**config.mk**
```make
export PLATFORM = sky130hd
export DESIGN_NAME = time_set_controller
export DESIGN_NICKNAME = d
export VERILOG_FILES = /design/src/rtl/time_set_controller.sv
export SDC_FILE = /design/constraint.sdc
export NUM_CORES = 1
export LEC_CHECK = 0
export CORE_ASPECT_RATIO = 0.8
export CORE_MARGIN = 1
export CORE_UTILIZATION = 50
export DETAILED_ROUTE_END_ITERATION = 10
export PLACE_DENSITY = 0.73
export SYNTH_ARGS = -nofsm -noshare
export SYNTH_HDL_FRONTEND = slang
export SYNTH_SLANG_ARGS = --single-unit
```
**constraint.sdc**
```tcl
create_clock -name clk -period 4.4 [get_ports clk]
set_clock_uncertainty 0.05 [all_clocks]
set_input_delay 0.88 -clock clk [delete_from_list [all_inputs] [get_ports clk]]
set_output_delay 0.88 -clock clk [all_outputs]
set_load 0.005 [all_outputs]
```
**src/rtl/time_set_controller.sv**
```systemverilog
// -----------------------------------------------------------------------------
// time_set_controller
//
// Purpose:
//   Button-driven sequencer for the clock's time-entry datapath. It walks the
//   operator through seconds, then minutes, then hours. It presents the field
//   select (mode) and field value (val) to the time-entry register block. It
//   then issues a one-cycle apply strobe (switch).
//
//   Field values preload from the running clock on entry to each field. An
//   edit is abandoned on btn_cancel or after TIMEOUT idle cycles.
//
// Optional feature:
//   BLINK_EN - when defined, blink toggles every BLINK_DIV cycles while
//              editing, giving the display a field-blank strobe. When
//              undefined, blink is tied low and no blink counter exists.
//
// Parameters:
//   HR_MAX     largest hours value (wraps to 0)
//   MS_MAX     largest minutes/seconds value (wraps to 0)
//   TIMEOUT    idle clk cycles in an edit state before auto-cancel (>=2)
//   BLINK_DIV  clk cycles per blink half-period (>=1, BLINK_EN only)
//
// Ports:
//   clk, rst_n              clock, asynchronous active-low reset
//   btn_set                 start edit (honoured in IDLE only)
//   btn_next                accept field and advance
//   btn_up / btn_down       field +1 / -1 with wrap
//   btn_cancel              abort edit without apply
//   cur_hrs/cur_min/cur_sec running-clock time used as preload
//   mode                    0 idle, 1 seconds, 2 minutes, 3 hours
//   val                     value of the selected field, 0 when mode=0
//   switch                  one-cycle apply strobe
//   editing                 high while a field is being edited
//   blink                   display field-blank strobe
// -----------------------------------------------------------------------------
module time_set_controller #(
    parameter int unsigned HR_MAX    = 23,
    parameter int unsigned MS_MAX    = 59,
    parameter logic [31:0] TIMEOUT   = 32'd500000,
    parameter logic [31:0] BLINK_DIV = 32'd25000
) (
    input  logic       clk,
    input  logic       rst_n,
    input  logic       btn_set,
    input  logic       btn_next,
    input  logic       btn_up,
    input  logic       btn_down,
    input  logic       btn_cancel,
    input  logic [4:0] cur_hrs,
    input  logic [5:0] cur_min,
    input  logic [5:0] cur_sec,
    output logic [2:0] mode,
    output logic [5:0] val,
    output logic       switch,
    output logic       editing,
    output logic       blink
);

    typedef enum logic [2:0] {
        S_IDLE  = 3'd0,
        S_SEC   = 3'd1,
        S_MIN   = 3'd2,
        S_HRS   = 3'd3,
        S_APPLY = 3'd4
    } state_t;

    localparam logic [5:0]  HR_MAX_V = 6'(HR_MAX);
    localparam logic [5:0]  MS_MAX_V = 6'(MS_MAX);
    localparam logic [31:0] TO_LAST  = TIMEOUT - 32'd1;

    state_t      state_q, state_d;
    logic [2:0]  mode_q, mode_d;
    logic [5:0]  val_q, val_d;
    logic        switch_q, switch_d;
    logic        editing_q, editing_d;
    logic [31:0] to_cnt_q, to_cnt_d;

    logic        any_btn;
    logic        in_edit;
    logic        timed_out;
    logic [5:0]  field_max;

    // Increment with wrap. Using >= lets an out-of-range preload wrap to 0.
    function automatic logic [5:0] wrap_up(input logic [5:0] v, input logic [5:0] mx);
        return (v >= mx) ? 6'd0 : v + 6'd1;
    endfunction

    // Decrement with wrap. An out-of-range preload simply steps down by one.
    function automatic logic [5:0] wrap_dn(input logic [5:0] v, input logic [5:0] mx);
        return (v == 6'd0) ? mx : v - 6'd1;
    endfunction

    always_comb begin
        state_d   = state_q;
        val_d     = val_q;
        any_btn   = btn_set | btn_next | btn_up | btn_down | btn_cancel;
        in_edit   = (state_q == S_SEC) || (state_q == S_MIN) || (state_q == S_HRS);
        timed_out = in_edit && (to_cnt_q == TO_LAST);
        field_max = (state_q == S_HRS) ? HR_MAX_V : MS_MAX_V;

        case (state_q)
            S_IDLE: begin
                if (btn_set) begin
                    state_d = S_SEC;
                    val_d   = cur_sec;
                end else begin
                    val_d   = 6'd0;
                end
            end
            S_SEC, S_MIN, S_HRS: begin
                // Timeout is treated exactly like a cancel and outranks every button.
                if (btn_cancel || timed_out) begin
                    state_d = S_IDLE;
                    val_d   = 6'd0;
                end else if (btn_next) begin
                    case (state_q)
                        S_SEC: begin
                            state_d = S_MIN;
                            val_d   = cur_min;
                        end
                        S_MIN: begin
                            state_d = S_HRS;
                            val_d   = {1'b0, cur_hrs};
                        end
                        default: begin
                            state_d = S_APPLY;
                            val_d   = 6'd0;
                        end
                    endcase
                end else if (btn_up && !btn_down) begin
                    val_d = wrap_up(val_q, field_max);
                end else if (btn_down && !btn_up) begin
                    val_d = wrap_dn(val_q, field_max);
                end
            end
            S_APPLY: begin
                state_d = S_IDLE;
                val_d   = 6'd0;
            end
            default: begin
                state_d = S_IDLE;
                val_d   = 6'd0;
            end
        endcase

        // The idle counter runs only while an edit state is held with no button.
        // Any pulse or any state change restarts it. In IDLE/APPLY it sits at 0.
        if (in_edit && (state_d == state_q) && !any_btn) begin
            to_cnt_d = to_cnt_q + 32'd1;
        end else begin
            to_cnt_d = 32'd0;
        end

        // The outputs are derived from the next state so they line up with it once registered.
        mode_d    = 3'd0;
        editing_d = 1'b0;
        case (state_d)
            S_SEC: begin
                mode_d    = 3'd1;
                editing_d = 1'b1;
            end
            S_MIN: begin
                mode_d    = 3'd2;
                editing_d = 1'b1;
            end
            S_HRS: begin
                mode_d    = 3'd3;
                editing_d = 1'b1;
            end
            default: begin
                mode_d    = 3'd0;
                editing_d = 1'b0;
            end
        endcase
        switch_d = (state_d == S_APPLY);
    end

    always_ff @(posedge clk or negedge rst_n) begin
        if (!rst_n) begin
            state_q   <= S_IDLE;
            mode_q    <= 3'd0;
            val_q     <= 6'd0;
            switch_q  <= 1'b0;
            editing_q <= 1'b0;
            to_cnt_q  <= 32'd0;
        end else begin
            state_q   <= state_d;
            mode_q    <= mode_d;
            val_q     <= val_d;
            switch_q  <= switch_d;
            editing_q <= editing_d;
            to_cnt_q  <= to_cnt_d;
        end
    end

    assign mode    = mode_q;
    assign val     = val_q;
    assign switch  = switch_q;
    assign editing = editing_q;

`ifdef BLINK_EN
    logic [31:0] blk_cnt_q, blk_cnt_d;
    logic        blink_q, blink_d;

    // An up/down press forces the field solid so the operator sees the new value.
    always_comb begin
        blk_cnt_d = blk_cnt_q;
        blink_d   = blink_q;
        if (!editing_d || btn_up || btn_down) begin
            blk_cnt_d = 32'd0;
            blink_d   = 1'b0;
        end else if (blk_cnt_q == (BLINK_DIV - 32'd1)) begin
            blk_cnt_d = 32'd0;
            blink_d   = ~blink_q;
        end else begin
            blk_cnt_d = blk_cnt_q + 32'd1;
        end
    end

    always_ff @(posedge clk or negedge rst_n) begin
        if (!rst_n) begin
            blk_cnt_q <= 32'd0;
            blink_q   <= 1'b0;
        end else begin
            blk_cnt_q <= blk_cnt_d;
            blink_q   <= blink_d;
        end
    end

    assign blink = blink_q;
`else
    logic unused_blink_cfg;
    assign unused_blink_cfg = ^BLINK_DIV;
    assign blink = 1'b0;
`endif

endmodule
```
==> results of run 1 <==
-- worst paths after layout --
check / cells after the start / slack (ns) / endpoint
worst max-delay path: 4 / 1.27 / to_cnt_q[26]$_DFF_PN0_
worst min-delay path: 1 / 0.47 / to_cnt_q[0]$_DFF_PN0_
worst max register to register: 6 / 1.47 / to_cnt_q[26]$_DFF_PN0_
worst min register to register: 1 / 0.47 / to_cnt_q[0]$_DFF_PN0_
max in group asynchronous: 1 / 3.01 / editing$_DFF_PN0_
min in group asynchronous: 1 / 0.69 / to_cnt_q[11]$_DFF_PN0_
-- metrics by stage --
| stage | cell area, µm² | total power, µW | hold WS, ns | worst slack, ns |
|---|---|---|---|---|
| floorplan | 2730 | 836 | 0.402 | 2.21 |
| global placement | 3050 | 991 | 0.420 | 1.14 |
| finish | 3140 | 1240 | 0.473 | 1.27 |
| detailed placement | 3050 | 997 | 0.461 | 0.980 |
| CTS | 3140 | 1250 | 0.473 | 1.31 |
| global route | 3140 | 1340 | 0.498 | 1.00 |
-- where the power goes --
| part | internal, µW | leakage (µW) | total, µW | switching (µW) |
|---|---|---|---|---|
| combinational | 237 | 0.000624 | 448 | 211 |
| sequential | 456 | 0.000616 | 545 | 88.6 |
| clock | 110 | 0.0000439 | 251 | 141 |
-- Yosys cell counts (all sizes together) (2+ instances only) --
cell      n
nand2    22
nand3    15
clkbuf    8
o211ai    2
and4      2
nand3b    2
nor3b     2
a31oi     2
a2bb2oi   4
a21oi    11
and3      6
xor2     22
nor4      9
xnor2    15
ha        7
o21ai    12
inv       9
dfrtp    45
nor4b     7
or2       2
nand4     8
nor3      5
nand2b    2
a22oi     7
nor2     41
a21o      2
a211o     3
buf       6
nor2b     3
-- kinds of logic (layout without fill, tap and decap cells) --
family | count (synthesis) | count (layout)
AOI/OAI and AO/OA | 46 | 46
buffers and inverters | 23 | 50
adders and majority gates | 7 | 7
other | 1 | 2
and+or+nand+nor | 128 | 128
xor gates and xnor gates | 37 | 37
muxes | 1 | 1
DFF | 45 | 45
-- layer usage --
metal	vias to the layer above	GRT usage, %	share of wire (%)
met5	-	0	0
met4	0	4.45	0.65
met3	6	3.74	3.6
met2	47	33.2	43
met1	1049	31.9	52
li1	1066	-	-
-- layout make-up --
class / count / area (µm²)
fill: 438 / 1980
multi-input combinational: 221 / 1490
sequential: 45 / 1130
timing repair buffer: 33 / 325
tap: 62 / 77.6
clock buffer: 5 / 68.8
inverter: 9 / 33.8
clock inverter: 3 / 17.5
-- critical path: cells and delay by family --
family                 cells  cell delay (ns)
AND/OR/NAND/NOR            3             1.63
buffers and inverters      1             0.76
-- cells in the final DEF (no fill, tap or decap), types with 2 or more instances in the layout --
cell type         n
a211o_1           3
a21oi_1          11
a22oi_1           7
a2bb2oi_2         4
a31oi_1           2
and3_1            4
and3_2            2
and4_1            2
clkbuf_8          5
clkdlybuf4s50_1  32
clkinv_2          2
conb_1            2
dfrtp_1          45
ha_1              7
inv_1             9
nand2_1          22
nand2b_1          2
nand3_1          15
nand4_1           8
nor2_1           40
nor2b_1           3
nor3_1            4
nor4_1            7
nor4_4            2
nor4b_1           2
nor4b_2           5
o211ai_1          2
o21ai_0          11
xnor2_1          15
xor2_1           22
-- state kept, by name, indices dropped and copies added (netlist names) --
register and cells:
editing 1, mode 2, state_q 3, switch 1
to_cnt_q 32, val 6
==> metrics.md, run 1 <==
| Metric | Value |
|---|---|
| Status | finished with violations |
| Violations in the final reports | design-rule violations |
| Number of distinct library cells after synthesis | 47 |
| Horizontal extent of the die | 84.6 µm |
| Worst Min Path Start | to_cnt_q[0]$_DFF_PN0_ |
| Maximum operating frequency | 0.319 GHz |
| Class of the worst hold path | reg2reg |
| Compound-Gate Fraction of Synth Area | 11.9% |
| Setup total negative slack | 0 ns |
| Most common flop cell mapped by yosys | dfrtp_1 |
| Setup violations, final | 0 |
| Antenna viol nets, final | 0 |
| Pins over their slew limit | 0 |
| Number of standard cells after synthesis | 288 |
| Die Footprint | 5750 µm² |
| DRT Pass-1 Iters | 7 |
| Final critical delay including setup and external delays | 3.13 ns |
| Adder-Cell Fraction of Synth Area | 3.21% |
| Average size of a mapped cell | 9.47 µm² |
| Clock tree buffer depth | 2 |
| H-tree level count | 2 |
| Number of max-capacitance violations reported | 0 |
| FF-to-FF Start | to_cnt_q[20]$_DFF_PN0_ |
| Overall routing resource usage | 21.6% |
| Placer congestion estimate | 0.899 |
| Vias in the first global route | 2047 |
| Highest net fanout along the worst path | 30 |
| Overall routed net length | 5860 µm |
| Number of warnings reported in the yosys synthesis log | 0 |
| Number of hold buffers added after cts | 0 |
| Flop and latch count out of synthesis | 45 |
| Final period utilization | 71.1% |
| CTS Root Cell | clkbuf_8 |
| Master of the slowest instance on the critical path | clkdlybuf4s50_1 |
| Power per Cell Area | 396 nW/µm² |
| Core Area | 5120 µm² |
| Drt via density | 5.74 |
| GRT Residual Overflow | 0 |
| Area growth, synth to finish | 15.2% |
| Fin util | 61.3% |
| Number of inserted diodes | 0 |
| Count of nets after finishing | 346 |
| Pin count of the biggest net entering global routing | 46 |
| IR drop worst, VDD | 0.234 mV |
| Endpoint type of the worst setup path | flip-flop |
| Critical Setup Path Class | in2reg |
| WP data required | 4.55 ns |
| Top cell type's share of synthesized area | 41.3% |
| CTS Sinks | 45 |
| Number of rows in the core area | 23 |
| Via count | 2168 |
| Sequential element share of the synthesized area | 41.3% |
| Total half-perimeter wirelength after legalization and detailed placement | 4220 µm |
| Max_slew headroom | 34.9% |
| RSZ-0062 raised after global routing | no |
| Number of antenna violations at the first check in global routing | 0 |
| Synth Area in Simple Gates | 27.1% |
| Residual DRC | 3 |
| Slew at the pin closest to its max-slew limit | 0.974 ns |
| Count of placed standard cells including taps | 370 |
| Static Leak | 0.00128 µW |
| Clock buffer count from CTS | 5 |
| Combinational family with the most area after synthesis | simple AND/OR/NAND/NOR gates |
| Initial detailed-routing violation count | 161 |
| Die Height | 68.0 µm |
| Number of standard cells in the final layout excluding fillers | 378 |
| Initial cell density of the core | 53.2% |
| Average wire per standard cell | 15.5 µm |
| Synthesized-area fraction occupied by xor and xnor cells | 11.9% |
| Post-CTS clock slew at the launch and capture registers of the worst setup and hold paths | 0.08 ns |
| Fraction of layout cells with a size suffix above 1 | 8.86% |
| Post-synthesis instance area | 2730 µm² |
| Number of port buffers | 33 |
| Final hold violation count | 0 |
| Wire length of the first global-routing pass | 9800 µm |
| Delay of the slowest cell on the worst path | 0.76 ns |
| Ordered cell list for the critical path | clkdlybuf4s50_1 -> nor4_1 -> nand2_1 -> nor2_1 |
| Startpoint class of the critical path | input port |
| Post-synthesis async set-or-reset flop share | 100% |
| Largest area contributor in the netlist | dfrtp_1 |
| Critical path startpoint | btn_next |
| Cell types occupying the most area after synthesis | dfrtp_1 41%, xor2_1 7.1%, nor2_1 5.5%, xnor2_1 4.8%, ha_1 3.2% |
| Ports | 36 |
| Data arrival time at the worst-slack endpoint | 3.28 ns |
| Clock tree from TritonCTS | built |
| Number of flops mapped to enable cells by yosys | 0 |
| CTS-repair resized insts | 0 |
| Clock latency on the worst-skew pair | 0.29 ns |
| Number of setup buffers added after CTS | 0 |
| Portion of netlist area occupied by mux cells | 0.367% |
Note: power is estimated with default switching activity, not from simulation.
==> run 2: changes to the inputs <==
==> constraint.sdc (replaced) <==
create_clock -name clk -period 3 [get_ports clk]
set_clock_uncertainty 0.05 [all_clocks]
set_input_delay 0.6 -clock clk [delete_from_list [all_inputs] [get_ports clk]]
set_output_delay 0.6 -clock clk [all_outputs]
set_load 0.005 [all_outputs]
==> run 2 against run 1 <==
Total power up 54%. The run still ends with design-rule violations left. First-iteration DRC count increased by 61%. Register-to-register slack worse by 1.0 ns. Clock power increased by 76%. Sequential share of layout area is 0.62 points lower. Die area unchanged. Via count rose by 2.4%. Worst hold slack worse by 0.063 ns. Non-clock buffer count increased by 5. Cell area rose by 1.8%. Cell count increased by 1.1%. Critical path depth rose by 4.
==> metrics.md, run 2 (synthesis gave the netlist of run 1 again) <==
| Metric | Value |
|---|---|
| Clock tree from TritonCTS | built |
| Clock latency on the worst-skew pair | 0.30 ns |
| Startpoint class of the critical path | flip-flop |
| Power per Cell Area | 600 nW/µm² |
| CTS Root Cell | clkbuf_8 |
| Maximum operating frequency | 0.394 GHz |
| Residual DRC | 2 |
| Pin count of the biggest net entering global routing | 46 |
| Number of inserted filler cells in the final layout | 440 |
| Number of hold buffers added after cts | 0 |
| Initial detailed-routing violation count | 259 |
| Area growth, synth to finish | 17.2% |
| Final period utilization | 84.5% |
| Area of placed instances | 3090 µm² |
| RSZ-0062 raised after global routing | no |
| Number of antenna violations at the first check in global routing | 0 |
| Die Footprint | 5750 µm² |
| Average wire per standard cell | 16.4 µm |
| Max_slew headroom | 34.4% |
| Top register by number of flip-flops | to_cnt_q |
| Horizontal extent of the die | 84.6 µm |
| DRT Pass-1 Iters | 7 |
| H-tree level count | 2 |
| Most common library cell in the layout ignoring fill and taps | dfrtp_1 |
| Critical Setup Path Class | reg2reg |
| Ports | 36 |
| Initial cell density of the core | 53.2% |
| Pins over their slew limit | 0 |
| FF-to-FF Start | state_q[2]$_DFF_PN0_ |
| Data arrival time at the worst-slack endpoint | 2.72 ns |
| Total half-perimeter wirelength after legalization and detailed placement | 4430 µm |
| Class of the worst hold path | in2async |
| Number of inserted diodes | 0 |
| Via count | 2220 |
| Post-CTS clock slew at the launch and capture registers of the worst setup and hold paths | 0.08 ns |
| Number of flip-flops under the largest register name | 32 |
| Slew at the pin closest to its max-slew limit | 0.985 ns |
| Highest net fanout along the worst path | 10 |
| Fin area | 3200 µm² |
| Area used by multi-input combinational logic | 1490 µm² |
| Drt via density | 5.81 |
| Status | finished with violations |
| IR drop worst, VDD | 0.418 mV |
| Fin util | 62.4% |
| Count of nets after finishing | 351 |
| Static Leak | 0.00132 µW |
| Commonest non-fill, non-tap cells in the layout | 45 x dfrtp_1, 40 x nor2_1, 32 x clkdlybuf4s50_1 |
| Number of max-capacitance violations reported | 0 |
| Overall routing resource usage | 22.8% |
| Capture instance of the worst register-to-register path | val[2]$_DFFE_PN0P_ |
| Min setup slack post-route | 0.464 ns |
| Clock buffer count from CTS | 5 |
| Overall routed net length | 6260 µm |
| Core Area | 5120 µm² |
| Clock tree buffer depth | 2 |
| Hold Worst Slack | 0.409 ns |
| Worst setup timing slack at the placement stage | 0.508 ns |
| WP data required | 3.18 ns |
| Area used by sequential logic in the layout | 1130 µm² |
| Number of port buffers | 33 |
| CTS Sinks | 45 |
| Vias in the first global route | 2060 |
| GRT Residual Overflow | 0 |
| CTS-repair resized insts | 0 |
| Worst-case register-to-register setup slack | 0.46 ns |
| Endpoint type of the worst setup path | flip-flop |
| Antenna viol nets, final | 0 |
| Final critical delay including setup and external delays | 2.54 ns |
| Setup violations, final | 0 |
| Placer congestion estimate | 0.889 |
| R2R depth | 8 |
| Wire length of the first global-routing pass | 10100 µm |
| Violations in the final reports | design-rule violations |
| Final hold violation count | 0 |
| Fraction of layout cells with a size suffix above 1 | 10.0% |
| Die Height | 68.0 µm |
| Number of rows in the core area | 23 |
| Setup total negative slack | 0 ns |
| Number of setup buffers added after CTS | 0 |
[run 2: cell types whose count changed in the layout (fill, tap and decap cells not counted)]
| cell | previous run | this run |
|---|---|---|
| bufinv_16 | 0 | 1 |
| buf_4 | 0 | 5 |
| clkinvlp_4 | 1 | 0 |
| clkinv_2 | 2 | 1 |
[run 2: report_power, final]
| group | internal (µW) | switching (µW) | leakage, µW |
|---|---|---|---|
| clock network | 242 | 201 | 0.0000540 |
| logic | 354 | 321 | 0.000648 |
| registers | 669 | 132 | 0.000616 |
| total | 1260 | 654 | 0.00132 |
[run 2: per-layer routing]
layer / track usage (%) / up-vias / part of all wire (%)
met1: 34.3 / 1053 / 49
li1: - / 1067 / -
met3: 3.98 / 6 / 8.0
met2: 33.2 / 94 / 42
met4: 6.99 / 0 / 0.83
met5: 0 / - / 0
[run 2: cell type report]
cell class	count	area share [%]
clock buffer	5	2.15
clock inverter	2	1.10
inverter	9	1.06
multi-input combinational	221	46.7
sequential	45	35.2
tap	62	2.43
timing repair buffer	38	11.4
[run 2: metrics by stage]
stage               instances  power [µW]
floorplan                 289        1230
global placement          375        1460
detailed placement        375        1470
CTS                       382        1920
global route              382        2040
finish                    382        1920
[run 2: how the worst max path moves through the flow]
| stage | startpoint | endpoint | cells after the start |
|---|---|---|---|
| 6_report | state_q[2]$_DFF_PN0_ | val[2]$_DFFE_PN0P_ | 8 |
| 5_1_grt | state_q[2]$_DFF_PN0_ | val[2]$_DFFE_PN0P_ | 8 |
| 4_1_cts | state_q[2]$_DFF_PN0_ | val[2]$_DFFE_PN0P_ | 8 |
| 3_5_place_dp | state_q[2]$_DFF_PN0_ | val[2]$_DFFE_PN0P_ | 8 |
| 3_3_place_gp | btn_down | val[0]$_DFFE_PN0P_ | 6 |
| 2_1_floorplan | state_q[2]$_DFF_PN0_ | val[2]$_DFFE_PN0P_ | 9 |
[run 2: worst max-delay path: stages, from the launching register on]
cell	delay, ns
dfrtp_1	0.51
nand3b_1	0.30
ha_1	0.32
a211o_1	0.30
a21oi_1	0.43
a21oi_1	0.11
o21ai_0	0.14
nand3_1	0.14
a2bb2oi_2	0.17
